`src/rtl/mem_access_stage.sv`:
```
// MEM stage: formats loads/stores, runs a req/ack data-memory access, registers the MEM/WB bundle.
// Latency: 1 edge for non-memory ops and faults, (memory latency + 1) edges for accesses.
// Backpressure: stall_out holds EX/MEM while a request is outstanding; no combinational input path.
module mem_access_stage #(
    parameter int TIMEOUT_CYCLES = 255,
    parameter int TO_W           = 8
) (
    input  logic        clock,
    input  logic        reset_n,
    input  logic        valid_in,
    input  logic [31:0] ALUResult_in,
    input  logic [31:0] RD2_in,
    input  logic [2:0]  funct3_in,
    input  logic [4:0]  rd_in,
    input  logic        RegWrite_in,
    input  logic        MemToReg_in,
    input  logic        MemRead_in,
    input  logic        MemWrite_in,
    output logic        stall_out,
    output logic        dmem_req,
    output logic        dmem_we,
    output logic [31:0] dmem_addr,
    output logic [31:0] dmem_wdata,
    output logic [3:0]  dmem_be,
    input  logic        dmem_ack,
    input  logic [31:0] dmem_rdata,
    output logic        wb_valid,
    output logic        wb_RegWrite,
    output logic        wb_MemToReg,
    output logic [4:0]  wb_rd,
    output logic [31:0] wb_alu_result,
    output logic [31:0] wb_load_data,
    output logic        misalign_out,
    output logic        bus_err_out,
    output logic [31:0] fault_addr
);
    typedef enum logic {IDLE, WAIT} state_t;

    state_t          state_q, state_d;
    logic [TO_W-1:0] cnt_q;
    logic [31:0]     addr_q;
    logic [2:0]      f3_q;
    logic [4:0]      rd_q;
    logic            rw_q, m2r_q, store_q;

    logic        is_mem, illegal, misalign, fault, timeout_hit;
    logic [31:0] st_wdata, ld_ext;
    logic [3:0]  st_be;
    logic [7:0]  ld_byte;
    logic [15:0] ld_half;

    assign stall_out   = (state_q == WAIT);
    assign is_mem      = MemRead_in | MemWrite_in;
    assign illegal     = (MemRead_in & MemWrite_in) | (funct3_in == 3'b011) | (funct3_in[2:1] == 2'b11)
                       | (MemWrite_in & funct3_in[2]);
    assign misalign    = ((funct3_in[1:0] == 2'b01) & ALUResult_in[0])
                       | ((funct3_in[1:0] == 2'b10) & (ALUResult_in[1:0] != 2'b00));
    assign fault       = illegal | misalign;
    assign timeout_hit = (cnt_q == TO_W'(TIMEOUT_CYCLES - 1));

    always_comb begin
        st_wdata = RD2_in;
        st_be    = 4'b1111;
        case (funct3_in[1:0])
            2'b00: begin
                st_wdata = {4{RD2_in[7:0]}};
                st_be    = 4'b0001 << ALUResult_in[1:0];
            end
            2'b01: begin
                st_wdata = {2{RD2_in[15:0]}};
                st_be    = ALUResult_in[1] ? 4'b1100 : 4'b0011;
            end
            default: ;
        endcase
    end

    // Lane select uses the captured byte offset; rdata is only valid alongside ack.
    always_comb begin
        ld_byte = dmem_rdata[7:0];
        case (addr_q[1:0])
            2'b01:   ld_byte = dmem_rdata[15:8];
            2'b10:   ld_byte = dmem_rdata[23:16];
            2'b11:   ld_byte = dmem_rdata[31:24];
            default: ;
        endcase
        ld_half = addr_q[1] ? dmem_rdata[31:16] : dmem_rdata[15:0];
        case (f3_q)
            3'b000:  ld_ext = {{24{ld_byte[7]}}, ld_byte};
            3'b001:  ld_ext = {{16{ld_half[15]}}, ld_half};
            3'b100:  ld_ext = {24'd0, ld_byte};
            3'b101:  ld_ext = {16'd0, ld_half};
            default: ld_ext = dmem_rdata;
        endcase
    end

    always_comb begin
        state_d = state_q;
        case (state_q)
            IDLE:    if (valid_in && is_mem && !fault) state_d = WAIT;
            WAIT:    if (dmem_ack || timeout_hit) state_d = IDLE;
            default: state_d = IDLE;
        endcase
    end

    always_ff @(posedge clock or negedge reset_n) begin
        if (!reset_n) state_q <= IDLE;
        else          state_q <= state_d;
    end

    always_ff @(posedge clock or negedge reset_n) begin
        if (!reset_n) begin
            cnt_q <= '0; addr_q <= '0; f3_q <= '0; rd_q <= '0;
            rw_q <= 1'b0; m2r_q <= 1'b0; store_q <= 1'b0;
            dmem_req <= 1'b0; dmem_we <= 1'b0; dmem_addr <= '0; dmem_wdata <= '0; dmem_be <= '0;
            wb_valid <= 1'b0; wb_RegWrite <= 1'b0; wb_MemToReg <= 1'b0; wb_rd <= '0;
            wb_alu_result <= '0; wb_load_data <= '0;
            misalign_out <= 1'b0; bus_err_out <= 1'b0; fault_addr <= '0;
        end else begin
            misalign_out <= 1'b0;
            bus_err_out  <= 1'b0;
            if (state_q == IDLE) begin
                wb_valid <= 1'b0;
                if (valid_in) begin
                    if (!is_mem || fault) begin
                        wb_valid      <= 1'b1;
                        wb_RegWrite   <= RegWrite_in & (rd_in != 5'd0) & ~is_mem;
                        wb_MemToReg   <= MemToReg_in;
                        wb_rd         <= rd_in;
                        wb_alu_result <= ALUResult_in;
                        wb_load_data  <= '0;
                        if (is_mem) begin
                            misalign_out <= 1'b1;
                            fault_addr   <= ALUResult_in;
                        end
                    end else begin
                        dmem_req   <= 1'b1;
                        dmem_we    <= MemWrite_in;
                        dmem_addr  <= {ALUResult_in[31:2], 2'b00};
                        dmem_wdata <= MemWrite_in ? st_wdata : 32'd0;
                        dmem_be    <= MemWrite_in ? st_be : 4'b0000;
                        cnt_q      <= '0;
                        addr_q     <= ALUResult_in;
                        f3_q       <= funct3_in;
                        rd_q       <= rd_in;
                        rw_q       <= RegWrite_in & (rd_in != 5'd0);
                        m2r_q      <= MemToReg_in;
                        store_q    <= MemWrite_in;
                    end
                end
            end else if (dmem_ack || timeout_hit) begin
                // Ack wins over a timeout landing on the same cycle.
                dmem_req      <= 1'b0;
                dmem_we       <= 1'b0;
                dmem_be       <= 4'b0000;
                wb_valid      <= 1'b1;
                wb_MemToReg   <= m2r_q;
                wb_rd         <= rd_q;
                wb_alu_result <= addr_q;
                wb_RegWrite   <= dmem_ack & rw_q & ~store_q;
                wb_load_data  <= (dmem_ack && !store_q) ? ld_ext : 32'd0;
                if (!dmem_ack) begin
                    bus_err_out <= 1'b1;
                    fault_addr  <= addr_q;
                end
            end else begin
                cnt_q <= cnt_q + 1'b1;
            end
        end
    end
endmodule

```
`config.mk`:
```
export PLATFORM = sky130hd
export DESIGN_NAME = mem_access_stage
export DESIGN_NICKNAME = d
export VERILOG_FILES = /design/src/rtl/mem_access_stage.sv
export SDC_FILE = /design/constraint.sdc
export NUM_CORES = 1
export LEC_CHECK = 0
export BUFFER_PORTS_ARGS = -buffer_cell sky130_fd_sc_hd__buf_2
export CAP_MARGIN = 15
export CORE_MARGIN = 4
export CORE_UTILIZATION = 45
export DETAILED_ROUTE_END_ITERATION = 16
export GPL_TIMING_DRIVEN = 0
export PLACE_DENSITY = 0.7
export SYNTH_ARGS = -nofsm -noshare
export SYNTH_HDL_FRONTEND = slang
export SYNTH_SLANG_ARGS = --single-unit
```
`constraint.sdc`:
```
create_clock -name clock -period 2.4 [get_ports clock]
set_input_delay 0.24 -clock clock [delete_from_list [all_inputs] [get_ports clock]]
set_output_delay 0.24 -clock clock [all_outputs]
set_load 0.01 [all_outputs]
```
==> results of run 1 <==
==> kinds of logic after synthesis <==
kind of cell             share of synthesized area
flip-flops                                  0.5382
AO/OA/AOI/OAI                               0.1255
other                                    0.0004115
XOR/XNOR                                  0.002884
AND/OR/NAND/NOR                             0.1862
multiplexers                               0.08266
adder cells (fa/ha/maj)                   0.002746
buffers and inverters                      0.06138
==> cells in the mapped netlist, drive strengths merged (2+ instances only) <==
cell,count
buf,65
nand2b,2
a211oi,3
nand3,34
o2bb2ai,3
mux2,16
o221ai,8
o21ai,80
xnor2,3
nor3b,7
nor2,46
dfrtp,196
clkbuf,30
nand4,4
and2,3
inv,11
a21o,19
a21oi,61
ha,2
or3,3
or4,2
nand2,288
mux2i,55
a221oi,7
nor2b,5
==> registers in the layout, summed over array words and instances (netlist names) <==
register,flops
addr_q,32
dmem_wdata,32
fault_addr,32
wb_alu_result,32
wb_load_data,32
cnt_q,8
rd_q,5
wb_rd,5
dmem_be,4
f3_q,3
bus_err_out,1
dmem_req,1
dmem_we,1
m2r_q,1
misalign_out,1
rw_q,1
stall_out,1
store_q,1
wb_MemToReg,1
wb_RegWrite,1
wb_valid,1
==> worst reg2reg max path, stage by stage (launching register included) <==
cell and delay [ps]:
dfrtp_1 420, inv_1 70, ha_1 150, nand3_1 110, o21ai_2 340, nand3_1 190, buf_2 260, clkbuf_1 280
a21o_1 240
==> path summary, 6_finish.rpt <==
check	slack, ps	end	cells after the start
setup / recovery	230	wb_load_data[16]	8
hold / removal	20	addr_q[2]	3
setup reg to reg	230	wb_load_data[16]	8
hold reg to reg	470	dmem_wdata[7]	2
max in group asynchronous	1000	dmem_wdata[22]	3
min in group asynchronous	350	wb_alu_result[11]	2
==> power groups by stage <==
stage | Combinational, uW | Clock, uW | Sequential (uW)
2_1_floorplan | 1410 | 0 | 4560
3_3_place_gp | 2730 | 0 | 4400
3_5_place_dp | 2790 | 0 | 4420
4_1_cts | 2800 | 2890 | 4360
5_1_grt | 3070 | 3020 | 4440
6_report | 2760 | 2820 | 4360
==> routing by layer <==
| metal | vias to the layer above | GRT usage | share of wire |
|---|---|---|---|
| li1 | 3843 | - | - |
| met5 | - | 0 | 0 |
| met3 | 31 | 0.04305 | 0.059 |
| met1 | 3876 | 0.3144 | 0.43 |
| met2 | 257 | 0.3895 | 0.49 |
| met4 | 0 | 0.06725 | 0.019 |
==> metrics by stage <==
step / utilization / setup slack [ps] / setup TNS (ps) / cell area (um2) / std cells
3_3_place_gp: 0.5517 / -2234 / -434670 / 10880 / 1522
3_5_place_dp: 0.5537 / 124.8 / 0 / 10920 / 1523
5_1_grt: 0.5837 / 20.36 / 0 / 11510 / 1555
4_1_cts: 0.5836 / 68.60 / 0 / 11510 / 1555
2_1_floorplan: - / 619.5 / 0 / 9116 / 971
6_report: 0.5837 / 227.9 / 0 / 11510 / 1555
==> area by class of cell <==
cell class,instances,area (um2),share of cell area
Sequential cell,196,4905,0.4262
Clock inverter,13,141.4,0.01229
Clock buffer,18,439.2,0.03816
Buffer,95,519.2,0.04512
Multi-Input combinational cell,669,3652,0.3174
Tap cell,265,331.6,0.02881
Timing Repair Buffer,288,1479,0.1285
Inverter,11,41.29,0.003588
==> repair_timing <==
item                                   4_1_cts  5_1_grt
resized for setup                            0        2
setup endpoints to repair                    0       10
endpoints found under the hold margin       74        0
hold buffers                                 1        0
==> results.cfg, run 1 <==
[die]
fp.dieArea_um2 = 22590
die_y_um = 150.3
rows = 51
core_area_um2 = 19720
die_x_um = 150.3
num_io_pins = 289
start_util = 0.4621

[routing]
viasPerCell = 5.149
dr.pass1.iters = 5
vias = 8007
route.detailed.drc = 0
avgRoutedWirePerCell_um = 17.18
drt_iter0_drc = 348
ant_nets = 0
drt-total-wl_mm = 26.71

[logic_synthesis]
synth_ff_type = dfrtp_1
synth_edf_count = 0
synth_seq_cells = 196
yosysUniqueCellTypes = 49
ys_async_sr_fraction = 1.000
synth-seq-area-share = 0.5382
netlist.area_leader.share = 0.5382
yosys_warnings = 0
syn_area_um2 = 9112
ys_top_cells_by_area = dfrtp_1, nand2_1, mux2i_1
syn_inst = 970
syn_area_per_cell_um2 = 9.394
synth_top_cell_by_area = dfrtp_1

[timing]
period_share = 0.9051
tightest_slew_ps = 895.5
hold_viol = 0
fin_crit_ps = 2172
hold_slack_ps = 22.18
final_max_slew_viol_count = 0
finalClockSkew_ps = 8.137
clock.fmax_mhz = 460.4
slew_headroom = 0.4030
rsz0062_at_grt = false
finalSetupViolCount = 0

[global_route]
first_global_vias = 7923
antenna_found_initial = 0
grt_pass1_wl_mm = 41.36
grt_max_degree = 123
grt_use_total = 0.2340
overflow = 0

[power_and_ir_drop]
swShare = 0.3359
p_leak_uw = 0.006092
clockPowerShare = 0.284
total_power_uw = 9947
power_frac_seq = 0.438
p_sw_uw = 3341
powerDensity_nw_per_um2 = 864.3
power.share.combinational = 0.278
p_int_uw = 6606
ir_drop_mv = 0.4591

[clock_network]
clockRootBuffer = clkbuf_16
cts.path.max_buffers = 2
numCtsBuffers = 17
post_cts_buffers = 0
cts_sinks = 196
clk_latency_ps = 420
clk_pin_slew_ps = 70
cts_max_level = 4
cts_tree = built

[hold_path]
hold_path.class = in -> reg
hp-start = ALUResult_in[2]

[setup_path]
crit_path_max_incr_delay_ps = 420
path_class = reg -> reg
end_kind = register
start_kind = register
slowest_stage = dfrtp_1
crit_arrival_ps = 2490
crit_family = buffers and inverters
cp_num_buf_inv = 3
path_cells = inv_1, ha_1, nand3_1, o21ai_2, nand3_1, buf_2, clkbuf_1, a21o_1
cp_max_fo = 10
cp-startpoint = cnt_q[0]
cp_common_cell = nand3_1
crit_required_ps = 2710
rr_startpoint = cnt_q[0]

[flow_run]
max_cap_violations = 0

[placed_design]
port_buffers = 286
gp_congestion = 0.8481
dp_hpwl_mm = 19.84

[layout]
fill_cells = 1801
area_growth_pct = 26.29
layout.cells.most_common = buf_2
final_cell_mix = buf_2, nand2_1, dfrtp_1
num_antenna_cells = 0
nNetsFinal = 1392
drive_gt1_frac = 0.3202

[run_status]
status = finished clean
No activity file was read; power rests on OpenSTA's default activity.
==> run 2: changes to the inputs <==
--- a/config.mk
+++ b/config.mk
@@ -10,7 +10,6 @@
 export CORE_MARGIN = 4
 export CORE_UTILIZATION = 45
 export DETAILED_ROUTE_END_ITERATION = 16
-export GPL_TIMING_DRIVEN = 0
 export PLACE_DENSITY = 0.7
 export SYNTH_ARGS = -nofsm -noshare
 export SYNTH_HDL_FRONTEND = slang
==> run 2 against run 1 <==
  * Sequential share of layout area grew 0.38 points
  * Wire length shrank 6.9%
  * Cell count shrank 3.8%
  * Critical path depth shrank 6
  * Worst hold slack lost 5.9 ps
  * Power shrank 1.2%
  * Register-to-register slack gained 220 ps
  * Largest power group unchanged
  * Worst setup slack gained 120 ps
  * Clock skew grew 5.5 ps
==> results.cfg, run 2 (synthesis results as in run 1) <==
[routing]
viasPerCell = 5.115
ant_nets = 0
drt_iter0_drc = 312
drt-total-wl_mm = 24.86
avgRoutedWirePerCell_um = 16.61
dr.pass1.iters = 5
route.detailed.drc = 0
vias = 7652

[power_and_ir_drop]
ir_drop_mv = 0.4882
powerDensity_nw_per_um2 = 861.4
p_leak_uw = 0.005976

[global_route]
grt_use_total = 0.2195
overflow = 0
first_global_vias = 7490
antenna_found_initial = 0
grt_pass1_wl_mm = 39.21
grt_max_degree = 70

[setup_path]
ff2ff_path_depth = 4
crit_required_ps = 2160
r2r_end = wb_load_data[16]
slowest_stage = buf_4
crit_arrival_ps = 1810
start_kind = register
crit_family = buffers and inverters
path_cells = buf_4, buf_2
cp_max_fo = 38
path_class = reg -> out
ff2ff_setup_slack_ps = 450
cp_num_buf_inv = 2
crit_path_max_incr_delay_ps = 630
end_kind = primary output
rr_startpoint = f3_q[0]

[die]
core_area_um2 = 19720
fp.dieArea_um2 = 22590
die_y_um = 150.3
start_util = 0.4621
rows = 51
num_io_pins = 289
die_x_um = 150.3

[timing]
hold_viol = 0
final_max_slew_viol_count = 0
tightest_slew_ps = 760.4
period_share = 0.8531
slew_headroom = 0.4930
fin_crit_ps = 2048
fin_setup_tns_ps = 0
rsz0062_at_grt = false
finalSetupViolCount = 0
finalClockSkew_ps = 13.62
clock.fmax_mhz = 488.4

[placed_design]
port_buffers = 286
place_inst = 1453
gp_congestion = 0.8083
dp_hpwl_mm = 17.67

[clock_network]
clk_latency_ps = 430
ctsResizeCount = 0
post_cts_buffers = 0
cts_max_level = 4
cts_tree = built
cts.path.max_buffers = 2
numCtsBuffers = 17
cts_sinks = 196
ctsHoldBuffers = 11
clk_pin_slew_ps = 70
clockRootBuffer = clkbuf_16

[hold_path]
hold_end = addr_q[29]
worstHoldPathCells = 3
hp-start = ALUResult_in[29]
hold_path.class = in -> reg

[run_status]
status = finished clean

[layout]
layout.cells.most_common = nand2_1
nNetsFinal = 1332
area_growth_pct = 25.22
final_cell_mix = nand2_1, buf_2, dfrtp_1
final_cells = 1496
drive_gt1_frac = 0.3111
num_antenna_cells = 0
fill_cells = 1783

[flow_run]
max_cap_violations = 0
==> run 2: cell types whose count changed in the layout (fill, tap and decap cells not counted), moves of 2 or more <==
cell           before  now
buf_12              0    9
clkbuf_1           29    0
dlygate4sd3_1       1   11
inv_6               2    5
buf_1               5    0
buf_2             312  285
clkinvlp_4          3    1
buf_4              32   17
==> run 2: per-stage QoR <==
step | area, um2 | setup WS, ps | total power (uW) | util | hold slack [ps]
after floorplan | 9116 | 619.5 | 5972 | - | -55.59
after detailed placement | 10700 | 387.5 | 7005 | 0.5427 | 308.3
after global routing | 11410 | 272.0 | 10450 | 0.5787 | 4.482
final | 11410 | 352.5 | 9829 | 0.5787 | 16.24
after CTS | 11410 | 352.5 | 9939 | 0.5787 | 0.2074
after global placement | 10700 | 370.7 | 6923 | 0.5427 | 305.2
==> run 2: worst max-delay path by stage <==
stage	start	to	slack [ps]	depth (start not counted)
6_report	stall_out	stall_out	350	2
5_1_grt	stall_out	stall_out	270	2
4_1_cts	stall_out	stall_out	350	2
3_5_place_dp	rd_in[2]	wb_RegWrite	390	6
3_3_place_gp	rd_in[2]	wb_RegWrite	370	6
2_1_floorplan	stall_out	cnt_q[2]	620	7
==> run 2: power breakdown <==
part	total, uW	switching (uW)	leakage [uW]	internal, uW
clock	2900	1380	0.000293	1520
combinational	2560	1520	0.00321	1040
sequential	4370	431	0.00248	3940
==> run 2: layout make-up <==
class	instances	area (um2)	area share
tap	265	331.6	0.02906
clock inverter	14	160.2	0.01404
clock buffer	18	439.2	0.03849
inverter	11	41.29	0.003618
timing repair buffer	323	1858	0.1628
sequential	196	4906	0.4299
multi-input combinational	669	3675	0.3220
==> run 2: layer usage <==
metal,global-route usage,up-vias,share of wire
met5,0,-,0
met2,0.3496,241,0.47
met4,0.07457,0,0.025
met1,0.2946,3653,0.44
met3,0.05479,41,0.066
li1,-,3717,-
==> run 2: worst min-delay path: cells and delay by family <==
kind	cells	cell delay, ps
and+or+nand+nor	2	90
buffers and inverters	1	90
==> run 3: changes to the inputs <==
--- a/config.mk
+++ b/config.mk
@@ -10,7 +10,7 @@
 export CORE_MARGIN = 4
 export CORE_UTILIZATION = 45
 export DETAILED_ROUTE_END_ITERATION = 16
-export PLACE_DENSITY = 0.7
+export PLACE_DENSITY = 0.8
 export SYNTH_ARGS = -nofsm -noshare
 export SYNTH_HDL_FRONTEND = slang
 export SYNTH_SLANG_ARGS = --single-unit
==> run 3 against run 2 <==
  * Fmax increased by 1.0%
  * Largest power group unchanged
  * Largest cell class unchanged
  * Worst hold slack improved by 5.4 ps
  * Combinational power about the same
  * Wire length decreased by 1.8%
  * Sequential power about the same
  * Final area decreased by 0.93%
  * Utilization decreased by 0.54 points
  * Critical path depth increased by 5
  * First-iteration DRC count increased by 44%
  * Via count decreased by 0.35%
==> results.cfg, run 3 (synthesis results as in run 1) <==
[die]
die_x_um = 150.3
start_util = 0.4621
core_area_um2 = 19720
num_io_pins = 289
rows = 51
fp.dieArea_um2 = 22590
die_y_um = 150.3

[placed_design]
place_area_um2 = 10630
place_ws_ps = 367.2
port_buffers = 286
place_inst = 1449
dp_hpwl_mm = 17.54
gp_congestion = 0.8149

[setup_path]
start_kind = register
crit_arrival_ps = 2340
crit_required_ps = 2720
path_class = reg -> reg
end_kind = register
cp_max_fo = 40
ff2ff_path_depth = 7

[power_and_ir_drop]
powerDensity_nw_per_um2 = 872.8
ir_drop_mv = 0.5235
p_leak_uw = 0.005927

[flow_run]
max_cap_violations = 0

[timing]
rsz0062_at_grt = false
finalClockSkew_ps = 13.26
hold_viol = 0
fin_crit_ps = 2027
worst_slack_ps = 372.6
clock.fmax_mhz = 493.3
tightest_slew_ps = 584.8
final_max_slew_viol_count = 0
finalSetupViolCount = 0
slew_headroom = 0.6101
period_share = 0.8447
fin_setup_tns_ps = 0

[run_status]
status = finished clean

[global_route]
use_met1 = 0.2909
grt_use_total = 0.2150
grt.busiest_layer = met2
grt_pass1_wl_mm = 38.84
grt_max_degree = 68
antenna_found_initial = 1
first_global_vias = 7544
grt.met2_usage = 0.3485
grt_util_met3 = 0.04907
overflow = 0

[routing]
vias = 7625
viasPerCell = 5.128
route.detailed.drc = 0
drt-total-wl_mm = 24.42
drt_iter0_drc = 449
avgRoutedWirePerCell_um = 16.42
ant_nets = 0
dr.pass1.iters = 5

[clock_network]
clk_pin_slew_ps = 80
cts.path.max_buffers = 2
numCtsBuffers = 17
clockRootBuffer = clkbuf_16
cts_max_level = 4
clk_latency_ps = 420
cts_tree = built
cts_sinks = 196

[layout]
final_cells = 1487
final_cell_mix = nand2_1, buf_2, dfrtp_1
drive_gt1_frac = 0.3104
area_growth_pct = 24.06
layout.cells.most_common = nand2_1
nNetsFinal = 1322
fin_area_um2 = 11300

[hold_path]
hold_path.class = in -> reg
worstHoldPathCells = 3
==> run 3: power breakdown <==
part           switching [uW]  internal, uW  total, uW
Sequential                414          3940       4350
Clock                    1370          1590       2960
Combinational            1520          1030       2550
==> run 3: final timing paths <==
kind | slack [ps] | from | end
min | 20 | ALUResult_in[14] | addr_q[14]
min reg2reg | 470 | dmem_wdata[6] | dmem_wdata[6]
max in group asynchronous | 1300 | reset_n | dmem_wdata[7]
min in group asynchronous | 350 | reset_n | fault_addr[9]
max | 370 | cnt_q[0] | wb_load_data[22]
max reg2reg | 370 | cnt_q[0] | wb_load_data[22]
==> run 3: area by class of cell <==
type,instances,area [um2]
clock buffers,17,425.4
well taps,265,331.6
multi-input cells,669,3675
flip-flops and latches,196,4906
fillers,1748,8413
diodes,1,2.502
repair buffers,313,1730
clock inverters,15,192.7
inverters,11,41.29
==> run 3: what timing repair did <==
item,4_1_cts,5_1_grt
buffers inserted,0,0
hold buffers,5,0
resized for setup,0,0
endpoints found under the hold margin,56,0
==> run 3: worst max-delay path: stages (launching register included) <==
cell	delay, ps
dfrtp_1	420
inv_1	80
ha_1	140
nand3_1	100
o21ai_2	350
nand3_4	350
buf_12	290
a21o_1	190
==> run 3: metal layers <==
metal  up-vias  wire [um]
met5         -         13
met4         2        342
met3        30       1790
met2       275      11770
met1      3618      10500
li1       3700          -
==> run 3: stage by stage <==
stage,util,hold slack [ps],power (uW)
2_1_floorplan,-,-55.59,5972
3_3_place_gp,0.5393,242.3,6887
3_5_place_dp,0.5393,246.9,6986
4_1_cts,0.5732,0.4945,9970
5_1_grt,0.5732,11.70,10480
6_report,0.5733,21.60,9866
